`src/rtl/fiber_mem_port_arbiter.sv`:
```
// rtl/fiber_mem_port_arbiter.sv - single-port SRAM arbiter with read response FIFO
//
// fiber_mem_port_arbiter_rsp_fifo: read-response queue
//   clk, flush          clock, synchronous active-high reset
//   push, push_data     enqueue one SRAM word
//   pop                 dequeue head (ignored when empty)
//   head_data           head word, zero when empty
//   head_valid          queue non-empty
//   occ                 current entry count
//
// fiber_mem_port_arbiter: shares one sram_sp between a write and a read requester
//   clk, flush, clk_en, tile_en                   clocking, reset, enables
//   wr_req_addr/data/valid, wr_req_ready          write request channel
//   rd_req_addr/valid, rd_req_ready               read request channel
//   rd_rsp_data/valid, rd_rsp_ready               read response channel
//   addr_to_mem, data_to_mem, wen_to_mem,
//   ren_to_mem, data_from_mem                     SRAM port

module fiber_mem_port_arbiter_rsp_fifo #(
    parameter int DATA_W = 64,
    parameter int DEPTH  = 2,
    parameter int OCC_W  = $clog2(DEPTH + 1)
) (
    input  logic              clk,
    input  logic              flush,
    input  logic              push,
    input  logic [DATA_W-1:0] push_data,
    input  logic              pop,
    output logic [DATA_W-1:0] head_data,
    output logic              head_valid,
    output logic [OCC_W-1:0]  occ
);

    localparam int PTR_W = (DEPTH > 1) ? $clog2(DEPTH) : 1;

    logic [DATA_W-1:0] mem [DEPTH];
    logic [PTR_W-1:0]  wr_ptr;
    logic [PTR_W-1:0]  rd_ptr;
    logic [OCC_W-1:0]  occ_q;
    logic              do_push;
    logic              do_pop;
    logic              full;

    // Pointers wrap explicitly so non-power-of-two depths work.
    function automatic logic [PTR_W-1:0] ptr_inc(input logic [PTR_W-1:0] p);
        if (p == PTR_W'(DEPTH - 1)) begin
            return '0;
        end
        return p + 1'b1;
    endfunction

    assign full       = (occ_q == OCC_W'(DEPTH));
    assign head_valid = (occ_q != '0);
    assign do_pop     = pop & head_valid;
    // A push into a full queue is only legal when the head leaves in the same cycle.
    assign do_push    = push & (~full | do_pop);

    always_ff @(posedge clk) begin
        if (flush) begin
            wr_ptr <= '0;
            rd_ptr <= '0;
            occ_q  <= '0;
        end else begin
            if (do_push) begin
                wr_ptr <= ptr_inc(wr_ptr);
            end
            if (do_pop) begin
                rd_ptr <= ptr_inc(rd_ptr);
            end
            case ({do_push, do_pop})
                2'b10:   occ_q <= occ_q + 1'b1;
                2'b01:   occ_q <= occ_q - 1'b1;
                default: occ_q <= occ_q;
            endcase
        end
    end

    always_ff @(posedge clk) begin
        if (do_push) begin
            mem[wr_ptr] <= push_data;
        end
    end

    assign head_data = head_valid ? mem[rd_ptr] : '0;
    assign occ       = occ_q;

endmodule

module fiber_mem_port_arbiter #(
    parameter int ADDR_W      = 9,
    parameter int DATA_W      = 64,
    parameter int RESP_DEPTH  = 2,
    parameter int WR_PRIORITY = 0
) (
    input  logic              clk,
    input  logic              flush,
    input  logic              clk_en,
    input  logic              tile_en,
    input  logic [ADDR_W-1:0] wr_req_addr,
    input  logic [DATA_W-1:0] wr_req_data,
    input  logic              wr_req_valid,
    output logic              wr_req_ready,
    input  logic [ADDR_W-1:0] rd_req_addr,
    input  logic              rd_req_valid,
    output logic              rd_req_ready,
    output logic [DATA_W-1:0] rd_rsp_data,
    output logic              rd_rsp_valid,
    input  logic              rd_rsp_ready,
    output logic [ADDR_W-1:0] addr_to_mem,
    output logic [DATA_W-1:0] data_to_mem,
    output logic              wen_to_mem,
    output logic              ren_to_mem,
    input  logic [DATA_W-1:0] data_from_mem
);

    localparam int   OCC_W   = $clog2(RESP_DEPTH + 1);
    localparam int   SLOT_W  = OCC_W + 1;
    localparam logic WR_PRIO = (WR_PRIORITY != 0);

    typedef enum logic {
        GRANT_RD = 1'b0,
        GRANT_WR = 1'b1
    } grant_t;

    grant_t            last_grant;
    grant_t            last_grant_nxt;
    logic              inflight;
    logic              active;
    logic              pop;
    logic              rd_slot;
    logic              wr_elig;
    logic              rd_elig;
    logic              wr_gnt;
    logic              rd_gnt;
    logic [OCC_W-1:0]  occ;
    logic [SLOT_W-1:0] slot_use;

    assign active = tile_en & clk_en & ~flush;
    assign pop    = rd_rsp_valid & rd_rsp_ready;

    // Slots already spoken for: queued words plus the read in flight, minus the
    // head leaving this cycle. pop implies occ >= 1, so this never underflows.
    assign slot_use = SLOT_W'(occ) + SLOT_W'(inflight) - SLOT_W'(pop);
    assign rd_slot  = (slot_use < SLOT_W'(RESP_DEPTH));

    assign wr_elig = active & wr_req_valid;
    assign rd_elig = active & rd_req_valid & rd_slot;

    always_comb begin
        wr_gnt         = 1'b0;
        rd_gnt         = 1'b0;
        last_grant_nxt = last_grant;
        if (wr_elig && rd_elig) begin
            if (WR_PRIO || (last_grant == GRANT_RD)) begin
                wr_gnt = 1'b1;
            end else begin
                rd_gnt = 1'b1;
            end
        end else if (wr_elig) begin
            wr_gnt = 1'b1;
        end else if (rd_elig) begin
            rd_gnt = 1'b1;
        end
        if (wr_gnt) begin
            last_grant_nxt = GRANT_WR;
        end else if (rd_gnt) begin
            last_grant_nxt = GRANT_RD;
        end
    end

    // inflight only advances with clk_en, so a read whose data is due during a
    // frozen cycle is captured on the next enabled cycle (the SRAM holds its output).
    always_ff @(posedge clk) begin
        if (flush) begin
            last_grant <= GRANT_RD;
            inflight   <= 1'b0;
        end else if (clk_en) begin
            last_grant <= last_grant_nxt;
            inflight   <= rd_gnt;
        end
    end

    fiber_mem_port_arbiter_rsp_fifo #(
        .DATA_W (DATA_W),
        .DEPTH  (RESP_DEPTH),
        .OCC_W  (OCC_W)
    ) u_rsp_fifo (
        .clk        (clk),
        .flush      (flush),
        .push       (inflight & clk_en),
        .push_data  (data_from_mem),
        .pop        (pop & clk_en),
        .head_data  (rd_rsp_data),
        .head_valid (rd_rsp_valid),
        .occ        (occ)
    );

    assign wr_req_ready = wr_gnt;
    assign rd_req_ready = rd_gnt;
    assign wen_to_mem   = wr_gnt;
    assign ren_to_mem   = rd_gnt;
    assign addr_to_mem  = wr_gnt ? wr_req_addr : rd_req_addr;
    assign data_to_mem  = wr_req_data;

endmodule

```
`config.mk`:
```
export PLATFORM = sky130hd
export DESIGN_NAME = fiber_mem_port_arbiter
export DESIGN_NICKNAME = d
export VERILOG_FILES = /design/src/rtl/fiber_mem_port_arbiter.sv
export SDC_FILE = /design/constraint.sdc
export NUM_CORES = 1
export LEC_CHECK = 0
export ABC_AREA = 1
export CAP_MARGIN = 20
export CELL_PAD_IN_SITES_DETAIL_PLACEMENT = 1
export CELL_PAD_IN_SITES_GLOBAL_PLACEMENT = 2
export CORE_MARGIN = 5
export CORE_UTILIZATION = 21
export CTS_BUF_LIST = sky130_fd_sc_hd__clkbuf_16
export DETAILED_ROUTE_END_ITERATION = 7
export PLACE_DENSITY = 0.83
export SYNTH_ARGS = -nofsm -noshare
export SYNTH_HDL_FRONTEND = slang
export SYNTH_SLANG_ARGS = --single-unit
```
`constraint.sdc`:
```
create_clock -name clk -period 4.55 [get_ports clk]
set_input_delay 1.1375 -clock clk [delete_from_list [all_inputs] [get_ports clk]]
set_output_delay 1.1375 -clock clk [all_outputs]
set_load 0.005 [all_outputs]
```
Yosys cells after proc, flatten, opt, wreduce, memory -nomap -nowiden
Memories as Yosys holds them, arrays and structs flattened. A register that Yosys moved wholly into a read port is not among the register bits.
Index checks and enable logic that the tools add are counted.

storage, ports and cells
  memories = 1
  logic and storage cells = 60
  output and inout port bits = 142
  RAM bits = 128
  bits of input ports = 153
  register bits after elaboration = 6

memory list
  memory          words  width  rd ports  clocked after memory_dff  write ports  line  text
  u_rsp_fifo.mem  2      64     1         1                         1            36    logic [DATA_W-1:0] mem [DEPTH];

operators by class
  equality and inequality tests = 3
  bitwise gates (word level) = 13
  muxes and demuxes = 26
  reduce and logical (&&, ||, !) cells = 5
  $add $sub $neg = 6
  magnitude comparators = 1

operator list
  cell                   count
  $mux W64               1
  $mux W1                23
  $and A1 B1 Y1          10
  $mux W9                1
  $reduce_bool A2 Y1     3
  $eq A2 B2 Y1 const B   2
  $pmux W2 S2            1
  $add A2 B1 Y3          1
  $lt A3 B2 Y1 const B   1
  $sub A3 B1 Y3          1
  $add A1 B1 Y1 const B  2
  $add A2 B1 Y2 const B  1
  $eq A2 B1 Y1 const B   1
  $not A1 Y1             2
  $reduce_and A2 Y1      1
  $sub A2 B1 Y2 const B  1
  $logic_and A1 B1 Y1    1
  $or A1 B1 Y1           1

Depth between registers and ports, before layout
Gate-level depths: netlist of run 1.

  depth after elaboration = 10
  mapped depth = 17
  depth with buffers taken out = 15

By module
A second synthesis of run 1 with hierarchy kept.

unflattened totals
  cells, all modules = 508
  area total of the unflattened synthesis = 6083.3 µm²

modules (own cells, without submodules)
  module                           cells an instance  seq. area each (µm²)  area each (µm²)  instances
  fiber_mem_port_arbiter_rsp_fifo  379                3943.8                5238.8           1
  fiber_mem_port_arbiter           129                40.0                  844.6            1

Worst setup path before layout of run 1
Ideal clock, no wire load.

  kind = in2reg
  from = input port rd_rsp_ready
  to = memory u_rsp_fifo.mem[0][0] (enable)
  cell stages on the path = 4
  setup time = 0.486 ns
  arrival time = 4.073 ns
  path slack = -0.009 ns
  required time = 4.064 ns
  cells stage by stage = inv_1 > nand3_1 > nand3_1 > nor2_1

on the way
  longest elaborated chain between the ends = 7

ends and longest elaborated chain
  element                        line  text
  from (decl)                    108   input logic rd_rsp_ready,
  $and A1 B1 Y1                  139   assign pop = rd_rsp_valid & rd_rsp_ready;
  $and A1 B1 Y1                  192   .pop (pop & clk_en),
  $and A1 B1 Y1                  54    assign do_pop = pop & head_valid;
  $or A1 B1 Y1                   56    assign do_push = push & (~full | do_pop);
  $and A1 B1 Y1                  56
  $mux W1                        79    if (do_push) begin
  $mux W1 (not written as such)  80    mem[wr_ptr] <= push_data;
  to (decl)                      36

Every way passes these cells.

Final worst setup path of run 1
  from = input port rd_rsp_ready
  to = output port addr_to_mem[1]

on the way
  longest elaborated chain between the ends = 7

ends and longest elaborated chain
  element              line  text
  $and A1 B1 Y1        139
  $sub A3 B1 Y3        143   assign slot_use = SLOT_W'(occ) + SLOT_W'(inflight) - SLOT_W'(pop);
  $lt A3 B2 Y1         144   assign rd_slot = (slot_use < SLOT_W'(RESP_DEPTH));
  $and A1 B1 Y1        147   assign rd_elig = active & rd_req_valid & rd_slot;
  $logic_and A1 B1 Y1  153   if (wr_elig && rd_elig) begin
  $mux W1              153
  $mux W9              202   assign addr_to_mem = wr_gnt ? wr_req_addr : rd_req_addr;
  to (decl)            109   output logic [ADDR_W-1:0] addr_to_mem,

Every way passes these cells.

==> results_dict.tcl, run 1 <==
set metrics [dict create \
    status "finished clean" \
    grt_pass1_wl_um 24900 \
    skew_ns 0.0106 \
    wl_um 16000 \
    cts_num_sinks 135 \
    cpLargestDelayFamily "adder cells" \
    layout_setup_ws_ns 0.160 \
    nNetsFinal 770 \
    synth.most_common_cell "nand2_1" \
    finalCritPeriodShare_pct 96.5 \
    power.density_mw_per_mm2 357 \
    ioPinCount 295 \
    seq_area_frac_synth_pct 68.5 \
    relSlewSlack_pct 48.8 \
    cts_tree "built" \
    synth_cells 495 \
    postSynth.asyncResetShare_pct 0 \
    rows 61 \
    tightestPinTransition_ns 0.768 \
    power.total_mw 2.90 \
    synth-seq-cells 135 \
    crit_path_start_kind "primary input" \
    hp-class "reg -> reg" \
    fmax_mhz 228 \
    hpwl_um 10700 \
    grt_pass1_vias 4470 \
    die_h_um 176 \
    synth_edf_count 128 \
    drtAntennaViolNets 0 \
    vias 3950 \
    numPlacedInstances 961 \
    synth.distinct_cells 23 \
    drc 0 \
    fp.dieW_um 176 \
    stdcell_area_mm2 0.00811 \
    final_layout_size_suffix_gt1_share_pct 12.8 \
    rsz0062_at_grt "false" \
    ff2ff_path_depth 15 \
    final.setup.tns_ns 0 \
    crit_type "in -> out" \
    io_buffers 166 \
    dr.first_iter.drc_count 139 \
    worst_path_largest_cell_delay_ns 0.48 \
    vdd_drop_max_uv 167 \
    place_congestion 0.707 \
    final_cell_count_no_fill 1005 \
    period_needed_ns 4.39 \
    synth_common_cells "nand2_1 (145), edfxtp_1 (128), a21oi_1 (68), buf_4 (66), nand3_1 (14)" \
    critPathCaptureType "output pin" \
    crit_chain "clkbuf_2, inv_1, nor2_1, ha_1, inv_1, nand2_1, fa_1, nand2_1, a21oi_2, nand3_4, buf_6, buf_4, nand3_1, nand2_1, clkdlybuf4s15_1" \
    routedWlPerCell_um 15.9 \
    setup-violations-final 0 \
    synth_top_area_cell "edfxtp_1" \
    antenna_found_initial 0 \
    overflow 0 \
    syn_area_mm2 0.00582 \
    crit_buf_inv 6 \
    worstSkewPairLatency_ns 0.42 \
    p_leak_nw 2.81 \
    avgViaCountPerCell 3.93 \
    synth_nets 651 \
    grt_max_degree 65 \
    clk_path_buf_depth 2 \
    start_util_pct 21.1 \
    maxSlewViolCount 0 \
    maxCapViolCount 0 \
    cp_num_cells 15 \
    critPathRequiredTime_ns 3.41 \
    syn_avg_cell_area_um2 11.7 \
    cts.htree.levels 4 \
    synth.area.top_cells "edfxtp_1 (66%), nand2_1 (9.4%), buf_4 (8.5%), a21oi_1 (5.9%), dfxtp_1 (2.4%)" \
    dp_slack_ns -0.469 \
    syn2layout_area_growth_pct 39.5 \
    drt_pass1_iterations 4 \
    hold_viol_final 0 \
    path_common_cell "nand2_1" \
    yosysWarnings 0 \
    clk_pin_slew_worst_paths_ns 0.06 \
    antenna_cells 0 \
    coreArea_mm2 0.0276 \
    numCtsBuffers 17 \
    cpMaxStageDelayCell "fa_1" \
    synthFlopType "edfxtp_1" \
    yosysTopAreaCellShare_pct 66.1 \
    fp.dieArea_mm2 0.0311 \
    placed_area_mm2 0.00744 \
    grtUsageTotal_pct 10.4 \
    critPathArrivalTime_ns 3.25 \
    timing.critical_path.fanout_max 4 \
    cts-root-buf "clkbuf_16" \
    min_path_cells 2 \
]
==> state kept, by name, indices dropped and copies added (netlist names), named ones only <==
name	flops
u_rsp_fifo.occ	2
last_grant	1
inflight	1
u_rsp_fifo.mem	128
u_rsp_fifo.rd_ptr	1
u_rsp_fifo.wr_ptr	1
==> placed cells by master (no fill, tap or decap) <==
cell type,Yosys,layout
clkdlybuf4s50_1,0,156
nand2_1,145,145
edfxtp_1,128,128
a21oi_1,68,67
buf_4,66,18
clkbuf_16,0,17
nand3_1,14,14
inv_1,12,11
nor2_1,10,8
nand2_2,8,8
dfxtp_1,7,6
inv_6,0,5
nor2_4,2,4
inv_2,2,3
o21ai_0,3,3
clkinvlp_4,0,3
clkbuf_2,0,3
buf_2,7,3
ha_1,2,2
clkinv_2,0,2
bufinv_16,0,2
inv_8,0,2
buf_6,0,2
clkdlybuf4s15_1,0,2
dlygate4sd2_1,0,2
nand3_2,1,1
a21oi_2,0,1
or2_2,1,1
nand3_4,1,1
nand2_8,0,1
xor2_1,1,1
a31oi_1,1,1
fa_1,1,1
dfxtp_2,0,1
clkinv_4,0,1
nand2_4,1,1
==> stage by stage <==
stage	util, %	hold WS [ns]
after CTS	29.5	0.517
after global placement	27.0	0.486
final	29.4	0.510
after global routing	29.4	0.559
after floorplan	-	0.465
after detailed placement	27.0	0.505
==> per-layer routing <==
metal  global-route usage (%)  up-vias  wire, µm
li1                         -     1866         -
met1                     10.6     1906      5860
met2                     18.4      129      8240
met3                     4.65       49      1340
met4                     4.55        0       570
met5                        0        -         0
==> worst min-delay path, stage by stage, from the launching register on <==
cell	delay [ns]
dfxtp_1	0.33
xor2_1	0.08
nor2_1	0.07
==> what timing repair did <==
action / CTS / global route
pin swaps: 5 / 6
gates resized for setup: 26 / 6
hold buffers: 0 / 0
cloned: 2 / 0
setup buffers: 10 / 0
setup endpoints to repair: 13 / 13
==> area by class of cell <==
class / instances / area, µm²
clock buffers: 17 / 425
multi-input cells: 260 / 1220
clock inverters: 15 / 168
well taps: 378 / 473
repair buffers: 186 / 1790
inverters: 14 / 52.6
fillers: 3063 / 19400
flip-flops and latches: 135 / 3990
==> power breakdown <==
part / internal, mW / switching [mW]
Sequential: 1.36 / 0.00187
Clock: 0.821 / 0.570
Combinational: 0.0928 / 0.0508
==> cell families (layout without fill, tap and decap cells) <==
logic type	count (synthesis)	in the layout	share of synthesized area, %
compound gates	72	72	6.22
simple gates	183	184	13.2
fa+ha+maj	3	3	0.774
xor+xnor	1	1	0.151
buf+inv	101	232	11.1
flops	135	135	68.5
==> path summary, 6_finish.rpt <==
kind | start | to | slack, ns
worst min-delay path | u_rsp_fifo.rd_ptr | u_rsp_fifo.rd_ptr | 0.51
worst max register to register | u_rsp_fifo.occ[1] | last_grant | 1.92
worst max-delay path | rd_rsp_ready | addr_to_mem[1] | 0.16
worst min register to register | u_rsp_fifo.rd_ptr | u_rsp_fifo.rd_ptr | 0.51
No activity file was read; power rests on OpenSTA's default activity.
==> run 2, diff against run 1 <==
- GPL_ROUTABILITY_DRIVEN: default -> 0
==> results of run 2 <==
Final layout, timing and power as in run 1 (identical DEF).
